<file path="src/rtl/paddsb_seq_ctrl.sv">
// Sequencer for a packed saturating nibble add/sub. Each request is processed one nibble
// per cycle, least significant lane first, on an external shared 4-bit saturating unit.
module paddsb_seq_ctrl #(
    parameter int NIBBLES = 4
) (
    input  logic                 clk,
    input  logic                 rst_n,
    input  logic                 req_valid,
    output logic                 req_ready,
    input  logic [4*NIBBLES-1:0] req_a,
    input  logic [4*NIBBLES-1:0] req_b,
    input  logic                 req_sub,
    output logic [3:0]           au_a,
    output logic [3:0]           au_b,
    output logic                 au_sub,
    input  logic [3:0]           au_sum,
    output logic                 resp_valid,
    input  logic                 resp_ready,
    output logic [4*NIBBLES-1:0] resp_data,
    output logic                 busy
);

    localparam int W  = 4 * NIBBLES;
    localparam int IW = (NIBBLES > 1) ? $clog2(NIBBLES) : 1;
    localparam logic [IW-1:0] LAST_IDX = IW'(NIBBLES - 1);

    typedef enum logic [1:0] {
        ST_IDLE,
        ST_RUN,
        ST_DONE
    } state_e;

    state_e          state_q, state_d;
    logic [IW-1:0]   idx_q,   idx_d;
    logic [W-1:0]    a_q,     a_d;
    logic [W-1:0]    b_q,     b_d;
    logic            sub_q,   sub_d;
    logic [W-1:0]    res_q,   res_d;

    logic [3:0]      lane_a;
    logic [3:0]      lane_b;

    // Lane select for the operand currently being sent to the shared unit.
    always_comb begin
        lane_a = '0;
        lane_b = '0;
        for (int i = 0; i < NIBBLES; i++) begin
            if (idx_q == IW'(i)) begin
                lane_a = a_q[4*i +: 4];
                lane_b = b_q[4*i +: 4];
            end
        end
    end

    // NOTE: every signal gets a default before the case so no path leaves one unassigned
    // (which would infer a latch).
    always_comb begin
        state_d    = state_q;
        idx_d      = idx_q;
        a_d        = a_q;
        b_d        = b_q;
        sub_d      = sub_q;
        res_d      = res_q;
        req_ready  = 1'b0;
        resp_valid = 1'b0;
        busy       = 1'b0;
        au_a       = 4'h0;
        au_b       = 4'h0;
        au_sub     = 1'b0;

        case (state_q)
            ST_IDLE: begin
                req_ready = 1'b1;
                if (req_valid) begin
                    a_d     = req_a;
                    b_d     = req_b;
                    sub_d   = req_sub;
                    idx_d   = '0;
                    state_d = ST_RUN;
                end
            end

            ST_RUN: begin
                busy   = 1'b1;
                au_a   = lane_a;
                au_b   = lane_b;
                au_sub = sub_q;
                for (int i = 0; i < NIBBLES; i++) begin
                    if (idx_q == IW'(i)) begin
                        res_d[4*i +: 4] = au_sum;
                    end
                end
                if (idx_q == LAST_IDX) begin
                    state_d = ST_DONE;
                end else begin
                    idx_d = idx_q + IW'(1);
                end
            end

            ST_DONE: begin
                busy       = 1'b1;
                resp_valid = 1'b1;
                if (resp_ready) begin
                    idx_d   = '0;
                    state_d = ST_IDLE;
                end
            end

            default: begin
                state_d = ST_IDLE;
                idx_d   = '0;
            end
        endcase
    end

    // NOTE: state registers use non-blocking assignments only; all of them, results
    // included, clear on reset so an aborted operation leaves nothing visible.
    always_ff @(posedge clk or negedge rst_n) begin
        if (!rst_n) begin
            state_q <= ST_IDLE;
            idx_q   <= '0;
            a_q     <= '0;
            b_q     <= '0;
            sub_q   <= 1'b0;
            res_q   <= '0;
        end else begin
            state_q <= state_d;
            idx_q   <= idx_d;
            a_q     <= a_d;
            b_q     <= b_d;
            sub_q   <= sub_d;
            res_q   <= res_d;
        end
    end

    assign resp_data = res_q;

endmodule

</file>
<file path="config.mk">
export PLATFORM = sky130hd
export DESIGN_NAME = paddsb_seq_ctrl
export DESIGN_NICKNAME = d
export VERILOG_FILES = /design/src/rtl/paddsb_seq_ctrl.sv
export SDC_FILE = /design/constraint.sdc
export NUM_CORES = 1
export LEC_CHECK = 0
export CAP_MARGIN = 20
export CORE_MARGIN = 5
export CORE_UTILIZATION = 47
export DETAILED_ROUTE_END_ITERATION = 10
export PLACE_DENSITY = 0.79
export SETUP_SLACK_MARGIN = 0.02
export SLEW_MARGIN = 0
export SYNTH_ARGS = -nofsm -noshare
export SYNTH_HDL_FRONTEND = slang
export SYNTH_SLANG_ARGS = --single-unit
</file>
<file path="constraint.sdc">
create_clock -name clk -period 1.95 [get_ports clk]
set_clock_uncertainty 0.15 [all_clocks]
set_input_delay 0.2925 -clock clk [delete_from_list [all_inputs] [get_ports clk]]
set_output_delay 0.2925 -clock clk [all_outputs]
set_load 0.01 [all_outputs]
</file>
After elaboration in Yosys (flattened, before gate mapping):

Index checks and enable logic that the tools add are counted.

* register bits after elaboration: 53
* bits in latches: 0
* memory bits (read-only): 0
* word-level logic and storage cells: 50
* input bits: 41
* memories kept: 0
* bits in writable memories: 0
* output and inout port bits: 28

* shift-type cells: 0
* divide/modulo/power cells: 0
* bitwise gates (word level): 0
* multiplexer cells: 21
* reductions and logical operators: 10
* $mul: 0
* eq/ne operators: 9
* $add $sub $neg: 1
* magnitude comparators: 0

Operators with widths (number)
* $mux 4: 10
* $pmux 2 s3: 2
* $mux 2: 5
* $reduce_and 2->1: 5
* $ne 2x2->1 const B: 4
* $eq 2x2->1 const B: 3
* $reduce_and 3->1: 2
* $eq 2x1->1 const B: 2
* $logic_not 2->1: 2
* $mux 1: 4
* $add 2x1->2 const B: 1
* $reduce_or 2->1: 1

Longest topological paths before layout:

* depth in word-level cells: 6
* depth in mapped cells: 7
* mapped depth without buffers: 5

Least setup slack after synthesis:

Ideal clock, no wire load.

* path type: reg2out
* from: register idx_q[0]
* to: output au_a[0]
* cell stages (with the launch flop): 7
* setup slack: 200 ps
* path buffers: 1
* required time: 1507 ps
* data arrival time: 1307 ps
* cell sequence: dfrtp_1 inv_1 ha_1 nor2b_1 buf_6 a221oi_1 o21ai_0

* word-level cells in the longest chain between the ends: 6
* elaborated cells between the ends (all ways): 9
* classes of those cells: eq/ne: 3; mux: 5; reduce/logical: 1

Ends and longest elaborated chain
* start: declaration: line 34 `logic [IW-1:0] idx_q, idx_d;`
* start signal: assignment: line 128 `idx_q <= idx_d;`
* $logic_not 2->1: line 48 `if (idx_q == IW'(i)) begin`
* $mux 4 (3 in a row): line 48
* $mux 4 *: line 48
* $mux 4 *: line 71 `case (state_q)`
* end: declaration: line 13 `output logic [3:0] au_a,`

Mark *: on every way between the ends. The rest lies on a longest branch, timed or not.

Worst setup path in the final report:

* from: register idx_q[0]
* to: output au_b[2]

* word-level cells in the longest chain between the ends: 6
* elaborated cells between the ends (all ways): 9
* classes of those cells: eq/ne: 3; mux: 5; reduce/logical: 1

Ends and longest elaborated chain
* $logic_not 2->1: line 48
* $mux 4 (3 in a row): line 48
* $mux 4 *: line 48
* $mux 4 *: line 71
* end: declaration: line 14 `output logic [3:0] au_b,`

Marks and branches as above.

==> impl_metrics.env <==
export IMPL_critPathCaptureType="output pin"
export IMPL_endpoint="au_b[2]"
export IMPL_vdd_drop_max_v=0.0007300
export IMPL_finalWorstSetupSlack_ns=-0.1757
export IMPL_cts_sinks=53
export IMPL_r2r_slack_ns=0.08
export IMPL_die_h_um=81.50
export IMPL_status="complete, but fails checks"
export IMPL_synth_avg_cell_area_um2=13.13
export IMPL_cp_startpoint="idx_q[0]"
export IMPL_place_inst=332
export IMPL_die_x_um=81.50
export IMPL_final_cell_mix="clkdlybuf4s50_1, dfrtp_1, mux2_2, nand2_1, buf_4"
export IMPL_layout_nets=326
export IMPL_r2r_cells=7
export IMPL_rsz0062_at_grt="true"
export IMPL_ant_nets=0
export IMPL_netlist_area_mm2=0.002402
export IMPL_post_route_period_util=1.090
export IMPL_power_leakage_nw=1.550
export IMPL_synth_warnings=0
export IMPL_grt_pass1_vias=1854
export IMPL_clk_pin_slew_ns=0.09
export IMPL_grt_pass1_wl_um=9190
export IMPL_relSlewSlack=0.8101
export IMPL_final_common_cell="clkdlybuf4s50_1"
export IMPL_firstDrtPassIters=4
export IMPL_clock_root_buffer="clkbuf_8"
export IMPL_required_ns=1.51
export IMPL_hp_class="flip-flop to flip-flop"
export IMPL_cts_max_level=2
export IMPL_hold_viol=0
export IMPL_wire_per_inst_um=16.90
export IMPL_critPathKind="flip-flop to output pin"
export IMPL_grt_max_degree=54
export IMPL_final_util=0.7127
export IMPL_drc_errors=0
export IMPL_cts_buffers=5
export IMPL_worstMarginPinSlew_ns=0.2848
export IMPL_antenna_found_initial=0
export IMPL_syn_nets=232
export IMPL_seq_area_frac_synth=0.5521
export IMPL_vias=1788
export IMPL_drt_total_wl_um=5881
export IMPL_crit_arrival_ns=1.68
export IMPL_r2r_end="state_q[1]"
export IMPL_rows=26
export IMPL_drv_cap=0
export IMPL_ios=69
export IMPL_insertedDiodeCount=0
export IMPL_drive_gt1_frac=0.4245
export IMPL_crit_path_start_kind="flip-flop"
export IMPL_synth_cell_types=22
export IMPL_period_needed_ns=2.126
export IMPL_core_mm2=0.005042
export IMPL_synth_top_area_cell="dfrtp_1"
export IMPL_reg2reg_from="state_q[0]"
export IMPL_path_max_fanout=3
export IMPL_final_max_slew_viol_count=0
export IMPL_place_gp_congestion=0.8017
export IMPL_ys_ff_latch=53
export IMPL_synthCells=183
export IMPL_clock_latency_ns=0.30
export IMPL_dieArea_mm2=0.006641
export IMPL_syn_to_final_growth_pct=49.58
export IMPL_powerDensity_mw_per_mm2=1650
export IMPL_dp_hpwl_um=3958
export IMPL_synth_top_cell_area_share=0.5521
export IMPL_track_usage=0.1832
export IMPL_failed_checks="setup timing"
export IMPL_initial_core_util=0.4764
export IMPL_cts_buffer_depth=2
export IMPL_power_mw=5.930
export IMPL_drt_iter0_drc=106
export IMPL_setup_viol=8
export IMPL_synthTopCellsByArea="dfrtp_1, mux2_2, ha_1"
export IMPL_stdcell_count=348
export IMPL_gr_total_overflow=0
export IMPL_cts_tree="built"
export IMPL_fmax_mhz=470.4
export IMPL_vias_per_cell=5.138
export IMPL_io_buffers=68
[cell usage after synthesis]
cell type   n
buf_4       2
mux2_2     45
nand3_1     2
nand2_2     1
mux2i_1     2
nor2b_1     2
nand3b_4    1
nand2b_1    1
mux2_4      2
nand2_1    25
or2b_1      1
buf_6       3
ha_1        8
o21ai_1     3
clkbuf_8    1
dfrtp_1    53
inv_1       5
buf_2       2
a221oi_1    8
nor2b_2     1
and2_1      2
o21ai_0    13
[report_power, final]
part	switching (mW)	leakage, nW	total [mW]	internal (mW)
clock	0.335	0.0585	0.753	0.418
combinational	1.29	0.869	3.17	1.88
sequential	0.349	0.622	2.01	1.66
[how the worst min path moves through the flow]
stage | start | end | slack, ns | cells past startpoint
after floorplan | rst_n | a_q[0] | -0.15 | 0
after global placement | rst_n | a_q[14] | 0.16 | 2
after detailed placement | rst_n | a_q[14] | 0.16 | 2
after CTS | resp_data[13] | resp_data[13] | 0.34 | 2
after global routing | resp_data[12] | resp_data[12] | 0.36 | 2
final | resp_data[12] | resp_data[12] | 0.34 | 2
[worst max-delay path, stage by stage, from the launching register on]
cell and delay [ns]:
dfrtp_1 0.42, inv_2 0.08, ha_4 0.16, buf_4 0.13, buf_4 0.14, a221oi_2 0.23
o21ai_1 0.10, buf_2 0.14
[timing repair]
action                     CTS  global route
setup endpoints to repair   12            10
buffers inserted             5             2
cloned                       1             0
hold endpoints to repair    53             0
resized for setup           81            17
hold buffers                 1             0
pin swaps                    9            11
[layer usage]
| metal | GRT usage | wire length (um) |
|---|---|---|
| met5 | 0 | 0 |
| met4 | 0.06250 | 83 |
| met3 | 0.03399 | 257 |
| met2 | 0.3306 | 3145 |
| met1 | 0.2177 | 2394 |
[cell families (layout without fill, tap and decap cells)]
family / after synthesis / after routing / share of synthesized area
buffers and inverters: 13 / 108 / 0.03802
DFF: 53 / 53 / 0.5521
muxes: 49 / 49 / 0.2318
AOI/OAI and AO/OA: 24 / 24 / 0.06250
and+or+nand+nor: 36 / 36 / 0.07396
adders and majority gates: 8 / 8 / 0.04167
[per-stage QoR]
stage | hold WS [ns] | area (um^2) | setup TNS (ns) | worst slack, ns
after detailed placement | 0.1566 | 3273 | -3.747 | -0.5305
after global placement | 0.1580 | 3273 | -3.438 | -0.4884
after floorplan | -0.1531 | 2402 | 0 | 0.2005
after CTS | 0.3396 | 3526 | -1.243 | -0.1655
after global routing | 0.3647 | 3593 | -1.946 | -0.2631
final | 0.3371 | 3593 | -1.275 | -0.1757
[sequential cells by signal, indices dropped and copies added (netlist names)]
| name | flops |
|---|---|
| resp_data | 16 |
| state_q | 2 |
| b_q | 16 |
| sub_q | 1 |
| a_q | 16 |
| idx_q | 2 |
[final cells by class]
class                           instances  area (um^2)
Multi-Input combinational cell        117         1136
Clock inverter                          1        30.03
Sequential cell                        53         1326
Fill cell                             361         1449
Clock buffer                            7        86.33
Inverter                                5        21.27
Tap cell                               70        87.58
Timing Repair Buffer                   95        905.9
Power figures use the tool's default switching activity.
